File: src/rtl/bp_addr_map_router.sv
// rtl/bp_addr_map_router.sv - physical address decode to DRAM/device/coproc channels with per-channel outstanding limits
module bp_addr_map_router #(
  parameter int paddr_width_p     = 40,
  parameter int data_width_p      = 64,
  parameter int num_dev_p         = 3,
  parameter int dev_lsb_p         = 20,
  parameter int max_outstanding_p = 4,
  localparam int num_chan         = num_dev_p + 2,
  localparam int cw               = $clog2(num_chan)
) (
  input  logic                     clk_i,
  input  logic                     reset_n_i,
  input  logic                     cmd_v_i,
  output logic                     cmd_ready_o,
  input  logic [paddr_width_p-1:0] cmd_addr_i,
  input  logic [data_width_p-1:0]  cmd_data_i,
  input  logic                     cmd_wr_i,
  output logic                     out_v_o,
  output logic [cw-1:0]            out_chan_o,
  output logic [paddr_width_p-1:0] out_addr_o,
  output logic [data_width_p-1:0]  out_data_o,
  output logic                     out_wr_o,
  input  logic [num_chan-1:0]      out_ready_i,
  input  logic [num_chan-1:0]      done_i,
  output logic                     err_v_o,
  output logic [paddr_width_p-1:0] err_addr_o,
  input  logic                     err_ready_i,
  output logic [num_chan-1:0]      pend_o
);

  localparam int cntw = $clog2(max_outstanding_p + 1);
  localparam logic [cntw-1:0] max_cnt   = cntw'(max_outstanding_p);
  localparam logic [3:0]      num_dev_l = 4'(num_dev_p);

  logic                     slot_v_q, slot_v_d;
  logic [cw-1:0]            slot_chan_q, slot_chan_d;
  logic [paddr_width_p-1:0] slot_addr_q, slot_addr_d;
  logic [data_width_p-1:0]  slot_data_q, slot_data_d;
  logic                     slot_wr_q, slot_wr_d;
  logic                     err_v_q, err_v_d;
  logic [paddr_width_p-1:0] err_addr_q, err_addr_d;
  logic [cntw-1:0]          cnt_q [num_chan];
  logic [cntw-1:0]          cnt_d [num_chan];

  logic [63:0]   addr_ext;
  logic [3:0]    dev_fld;
  logic          dec_mapped;
  logic [cw-1:0] dec_chan;
  logic [cntw-1:0] sel_cnt;
  logic          sel_rdy;
  logic          out_fire, err_fire, accept;

  assign addr_ext = 64'(cmd_addr_i);
  assign dev_fld  = addr_ext[dev_lsb_p +: 4];

  // Coproc/global space wins first, then DRAM, then the small device window below 16 MiB.
  always_comb begin
    dec_mapped = 1'b1;
    dec_chan   = '0;
    if (addr_ext >= 64'h10_0000_0000) begin
      dec_chan = cw'(num_dev_p + 1);
    end else if (addr_ext >= 64'h8000_0000) begin
      dec_chan = '0;
    end else if (addr_ext[31:24] == 8'h00 && dev_fld != 4'd0 && dev_fld <= num_dev_l) begin
      dec_chan = cw'(dev_fld);
    end else begin
      dec_mapped = 1'b0;
    end
  end

  always_comb begin
    sel_cnt = '0;
    sel_rdy = 1'b0;
    for (int c = 0; c < num_chan; c++) begin
      if (slot_chan_q == cw'(c)) begin
        sel_cnt = cnt_q[c];
        sel_rdy = out_ready_i[c];
      end
    end
  end

  assign out_v_o     = slot_v_q & (sel_cnt < max_cnt);
  assign out_fire    = out_v_o & sel_rdy;
  assign err_fire    = err_v_q & err_ready_i;
  assign cmd_ready_o = (~slot_v_q | out_fire) & (~err_v_q | err_fire);
  assign accept      = cmd_v_i & cmd_ready_o;

  always_comb begin
    slot_v_d    = slot_v_q & ~out_fire;
    slot_chan_d = slot_chan_q;
    slot_addr_d = slot_addr_q;
    slot_data_d = slot_data_q;
    slot_wr_d   = slot_wr_q;
    err_v_d     = err_v_q & ~err_fire;
    err_addr_d  = err_addr_q;
    if (accept && dec_mapped) begin
      slot_v_d    = 1'b1;
      slot_chan_d = dec_chan;
      slot_addr_d = cmd_addr_i;
      slot_data_d = cmd_data_i;
      slot_wr_d   = cmd_wr_i;
    end else if (accept) begin
      err_v_d    = 1'b1;
      err_addr_d = cmd_addr_i;
    end
  end

  // A completion on an idle channel is dropped rather than wrapping the counter.
  always_comb begin
    for (int c = 0; c < num_chan; c++) begin
      cnt_d[c] = cnt_q[c];
      if ((out_fire && slot_chan_q == cw'(c)) && !(done_i[c] && cnt_q[c] != '0)) begin
        cnt_d[c] = cnt_q[c] + cntw'(1);
      end else if (!(out_fire && slot_chan_q == cw'(c)) && (done_i[c] && cnt_q[c] != '0)) begin
        cnt_d[c] = cnt_q[c] - cntw'(1);
      end
    end
  end

  always_ff @(posedge clk_i or negedge reset_n_i) begin
    if (!reset_n_i) begin
      slot_v_q    <= 1'b0;
      slot_chan_q <= '0;
      slot_addr_q <= '0;
      slot_data_q <= '0;
      slot_wr_q   <= 1'b0;
      err_v_q     <= 1'b0;
      err_addr_q  <= '0;
      for (int c = 0; c < num_chan; c++) cnt_q[c] <= '0;
    end else begin
      slot_v_q    <= slot_v_d;
      slot_chan_q <= slot_chan_d;
      slot_addr_q <= slot_addr_d;
      slot_data_q <= slot_data_d;
      slot_wr_q   <= slot_wr_d;
      err_v_q     <= err_v_d;
      err_addr_q  <= err_addr_d;
      for (int c = 0; c < num_chan; c++) cnt_q[c] <= cnt_d[c];
    end
  end

  always_comb begin
    pend_o = '0;
    for (int c = 0; c < num_chan; c++) pend_o[c] = (cnt_q[c] != '0);
  end

  assign out_chan_o = slot_chan_q;
  assign out_addr_o = slot_addr_q;
  assign out_data_o = slot_data_q;
  assign out_wr_o   = slot_wr_q;
  assign err_v_o    = err_v_q;
  assign err_addr_o = err_addr_q;

endmodule

File: config.mk
export PLATFORM = sky130hd
export DESIGN_NAME = bp_addr_map_router
export DESIGN_NICKNAME = d
export VERILOG_FILES = /design/src/rtl/bp_addr_map_router.sv
export SDC_FILE = /design/constraint.sdc
export NUM_CORES = 1
export LEC_CHECK = 0
export ABC_AREA = 1
export BUFFER_PORTS_ARGS = -buffer_cell sky130_fd_sc_hd__buf_4
export CAP_MARGIN = 40
export CORE_MARGIN = 5
export CORE_UTILIZATION = 45
export DETAILED_ROUTE_END_ITERATION = 8
export GPL_ROUTABILITY_DRIVEN = 0
export PLACE_DENSITY = 0.82
export SLEW_MARGIN = 25
export SYNTH_ARGS = -nofsm -noshare
export SYNTH_HDL_FRONTEND = slang
export SYNTH_SLANG_ARGS = --single-unit
File: constraint.sdc
create_clock -name clk_i -period 2.51 [get_ports clk_i]
set_clock_uncertainty 0.15 [all_clocks]
set_input_delay 0.3765 -clock clk_i [delete_from_list [all_inputs] [get_ports clk_i]]
set_output_delay 0.3765 -clock clk_i [all_outputs]
set_load 0.05 [all_outputs]
==> impl_metrics.ini <==
[cts]
cts_buffer_depth = 2
cts_made_buffers = 17
clock_sinks = 165
cts.htree.levels = 4
path_clk_slew_ns = 0.07
root_buffer = clkbuf_16
clock_latency_ns = 0.42
cts_tree = built

[worst_setup_path]
cp.required_ns = 2.67
path_class = register to register
reg2reg_depth = 15
r2r-start = out_chan_o[0]$_DFFE_PN0P_
crit_fanout = 7
critPathCaptureType = register
rrSetupSlack_ns = 0.01
worstReg2RegEnd = cnt_q[8]$_DFFE_PN0P_
crit_arrival_ns = 2.66
crit_path_start_kind = register

[synthesis]
synth_nets = 926
synthTopCellsByCount = 313 x nand2_1, 165 x dfrtp_1, 143 x nand4_1
syn-cell-area_um2 = 7310
synth_seq_area_share = 0.565
yosysWarnings = 0
synth_top_cell_by_area = dfrtp_1
yosysMostFrequentCell = nand2_1
synth_cell_types = 30
synthCells = 797
syn_avg_cell_area_um2 = 9.18
synth_top_area_frac = 0.565
synth-seq-cells = 165
synth.area.top_cells = dfrtp_1 56%, nand2_1 16%, nand4_1 12%
async_flop_share = 1.00
synth_edf_count = 0
synth_ff_type = dfrtp_1

[layout]
final_layout_size_suffix_gt1_frac = 0.359
n_fill_cell = 1303
areaGrowthSynthToFinish_pct = 41.5
fin_area_um2 = 10300
nets = 1186
diodes = 0
stdcell_count = 1286

[power_and_ir_drop]
power.density_nw_per_um2 = 1450
ir_drop_mv = 0.833
leakage_nw = 5.58

[timing]
fin_crit_sh = 0.996
final-hold-violation-count = 0
slew_violations = 0
setup_viol = 0
fin_ws_ns = 0.0103
clock.fmax_mhz = 400
rsz0062_at_grt = yes
tightest_slew_ns = 0.825
slew_headroom = 0.450
fin_crit_ns = 2.50

[place]
pre_cts_ws_ns = -0.118
dp_hpwl_mm = 15.3
placed_area_um2 = 9570
placed_cells = 1243
numPortBuffers = 274

[job]
cap_viol_max_count = 0

[drt]
drt_iter0_drc = 495
wire_per_inst_um = 17.4
ant_nets = 0
routed_wirelength_mm = 22.4
firstDrtPassIters = 5
num_vias = 6748
drc = 0
vias_per_cell = 5.25

[floorplanning]
floorplan.initialDensity = 0.459
fp.dieH_um = 137
io_pins = 275
chipWidth_um = 137
die_area_um2 = 18900
rows = 46
coreArea_um2 = 15900

[hold_path]
min_to = err_addr_o[11]$_DFFE_PN0P_
holdCritStartpoint = cmd_addr_i[11]
hold_class = primary input to register
hold_path_depth = 3

[global_routing]
overflow = 0
antenna_found_initial = 0
grt_usage = 0.239
first_global_vias = 6794
grt_pass1_wl_mm = 35.5
grt_max_degree = 76

[run_status]
status = finished clean
## through the flow
step	total power, mW	util	hold slack (ns)	setup TNS, ns
after CTS	15.1	0.645	0.0264	0
after floorplan	9.77	-	-0.0691	-0.432
after global routing	15.8	0.649	0.0344	-0.781
after global placement	11.9	0.600	0.220	0
final	15.0	0.649	0.0410	0
after detailed placement	12.1	0.600	0.217	-0.229
## area by class of cell
type / count / area (um^2) / share of cell area
well taps: 216 / 270 / 0.0261
clock buffers: 17 / 425 / 0.0411
multi-input cells: 532 / 2780 / 0.268
clock inverters: 15 / 214 / 0.0207
inverters: 35 / 144 / 0.0139
flip-flops and latches: 165 / 4130 / 0.399
repair buffers: 306 / 2390 / 0.231
## logic make-up (layout without fill, tap and decap cells)
group                    count (synthesis)  after routing  synth area share
flip-flops                             165            165             0.565
multiplexers                             5              5           0.00770
buffers and inverters                  100            373            0.0715
AND/OR/NAND/NOR                        492            492             0.311
AO/OA/AOI/OAI                           15             15            0.0109
XOR/XNOR                                10             10            0.0120
adder cells (fa/ha/maj)                 10             10            0.0222
## flip-flops by register name, indices dropped and copies added (netlist names)
register / count
cnt_q: 15
err_addr_o: 40
err_v_o: 1
out_addr_o: 40
out_chan_o: 3
out_data_o: 64
out_wr_o: 1
slot_v_q: 1
## worst max-delay path, stage by stage, from the launching register on
cell and delay, ns:
dfrtp_2 0.47, nor2_4 0.14, o21ai_1 0.07, nand2_1 0.07
nand2_1 0.05, nand2_1 0.07, nand2_2 0.06, inv_2 0.09
nand2_8 0.08, nor4_4 0.16, ha_2 0.23, inv_2 0.04
fa_2 0.35, a21oi_2 0.16, o21ai_2 0.07, xor2_1 0.14
## layer usage
layer / GRT usage / wire, um / up-vias
met5: 0 / 0 / -
met4: 0.0809 / 408 / 0
met3: 0.0562 / 1640 / 34
met2: 0.389 / 11300 / 278
met1: 0.315 / 9090 / 3259
li1: - / - / 3177
## where the power goes
| group | switching [mW] | total [mW] | internal [mW] | leakage [nW] |
|---|---|---|---|---|
| Combinational | 5.53 | 7.88 | 2.35 | 3.17 |
| Sequential | 0.658 | 4.30 | 3.64 | 2.10 |
| Clock | 1.16 | 2.86 | 1.70 | 0.312 |
| Total | 7.35 | 15.0 | 7.69 | 5.58 |
## cell usage in the layout, fill, tap and decap left out, types with 2 or more instances in the layout
| cell | count |
|---|---|
| buf_12 | 6 |
| xnor2_1 | 5 |
| nor2_4 | 2 |
| o21ai_1 | 6 |
| nor2_1 | 20 |
| inv_2 | 7 |
| ha_2 | 5 |
| nor4_4 | 2 |
| o21ai_2 | 2 |
| buf_4 | 297 |
| dfrtp_1 | 162 |
| nand4_1 | 143 |
| a21oi_2 | 2 |
| fa_2 | 5 |
| clkbuf_16 | 17 |
| clkinv_4 | 2 |
| o211ai_1 | 2 |
| nor3_1 | 2 |
| nand2_4 | 2 |
| nand3_2 | 3 |
| xor2_1 | 5 |
| inv_6 | 8 |
| a21oi_1 | 3 |
| bufinv_16 | 4 |
| inv_1 | 24 |
| dfrtp_2 | 3 |
| nand2_1 | 311 |
| mux2_2 | 5 |
## worst max path at each step
stage,startpoint,to,slack [ns],depth (start not counted)
2_1_floorplan,out_chan_o[2]$_DFFE_PN0P_,cnt_q[14]$_DFFE_PN0P_,-0.09,15
3_3_place_gp,out_chan_o[1]$_DFFE_PN0P_,cnt_q[11]$_DFFE_PN0P_,0.04,15
3_5_place_dp,out_chan_o[1]$_DFFE_PN0P_,cnt_q[8]$_DFFE_PN0P_,-0.12,15
4_1_cts,out_chan_o[1]$_DFFE_PN0P_,cmd_ready_o,0.003,8
5_1_grt,out_chan_o[0]$_DFFE_PN0P_,cnt_q[5]$_DFFE_PN0P_,-0.14,15
6_report,out_chan_o[0]$_DFFE_PN0P_,cnt_q[8]$_DFFE_PN0P_,0.01,15
## timing repair
action,in CTS,in global routing
setup buffers,6,4
hold endpoints to repair,53,0
pin swaps,2,5
hold buffers,1,0
endpoints found under the setup margin,7,11
resized for setup,5,8
Note: power is estimated with default switching activity, not from simulation.
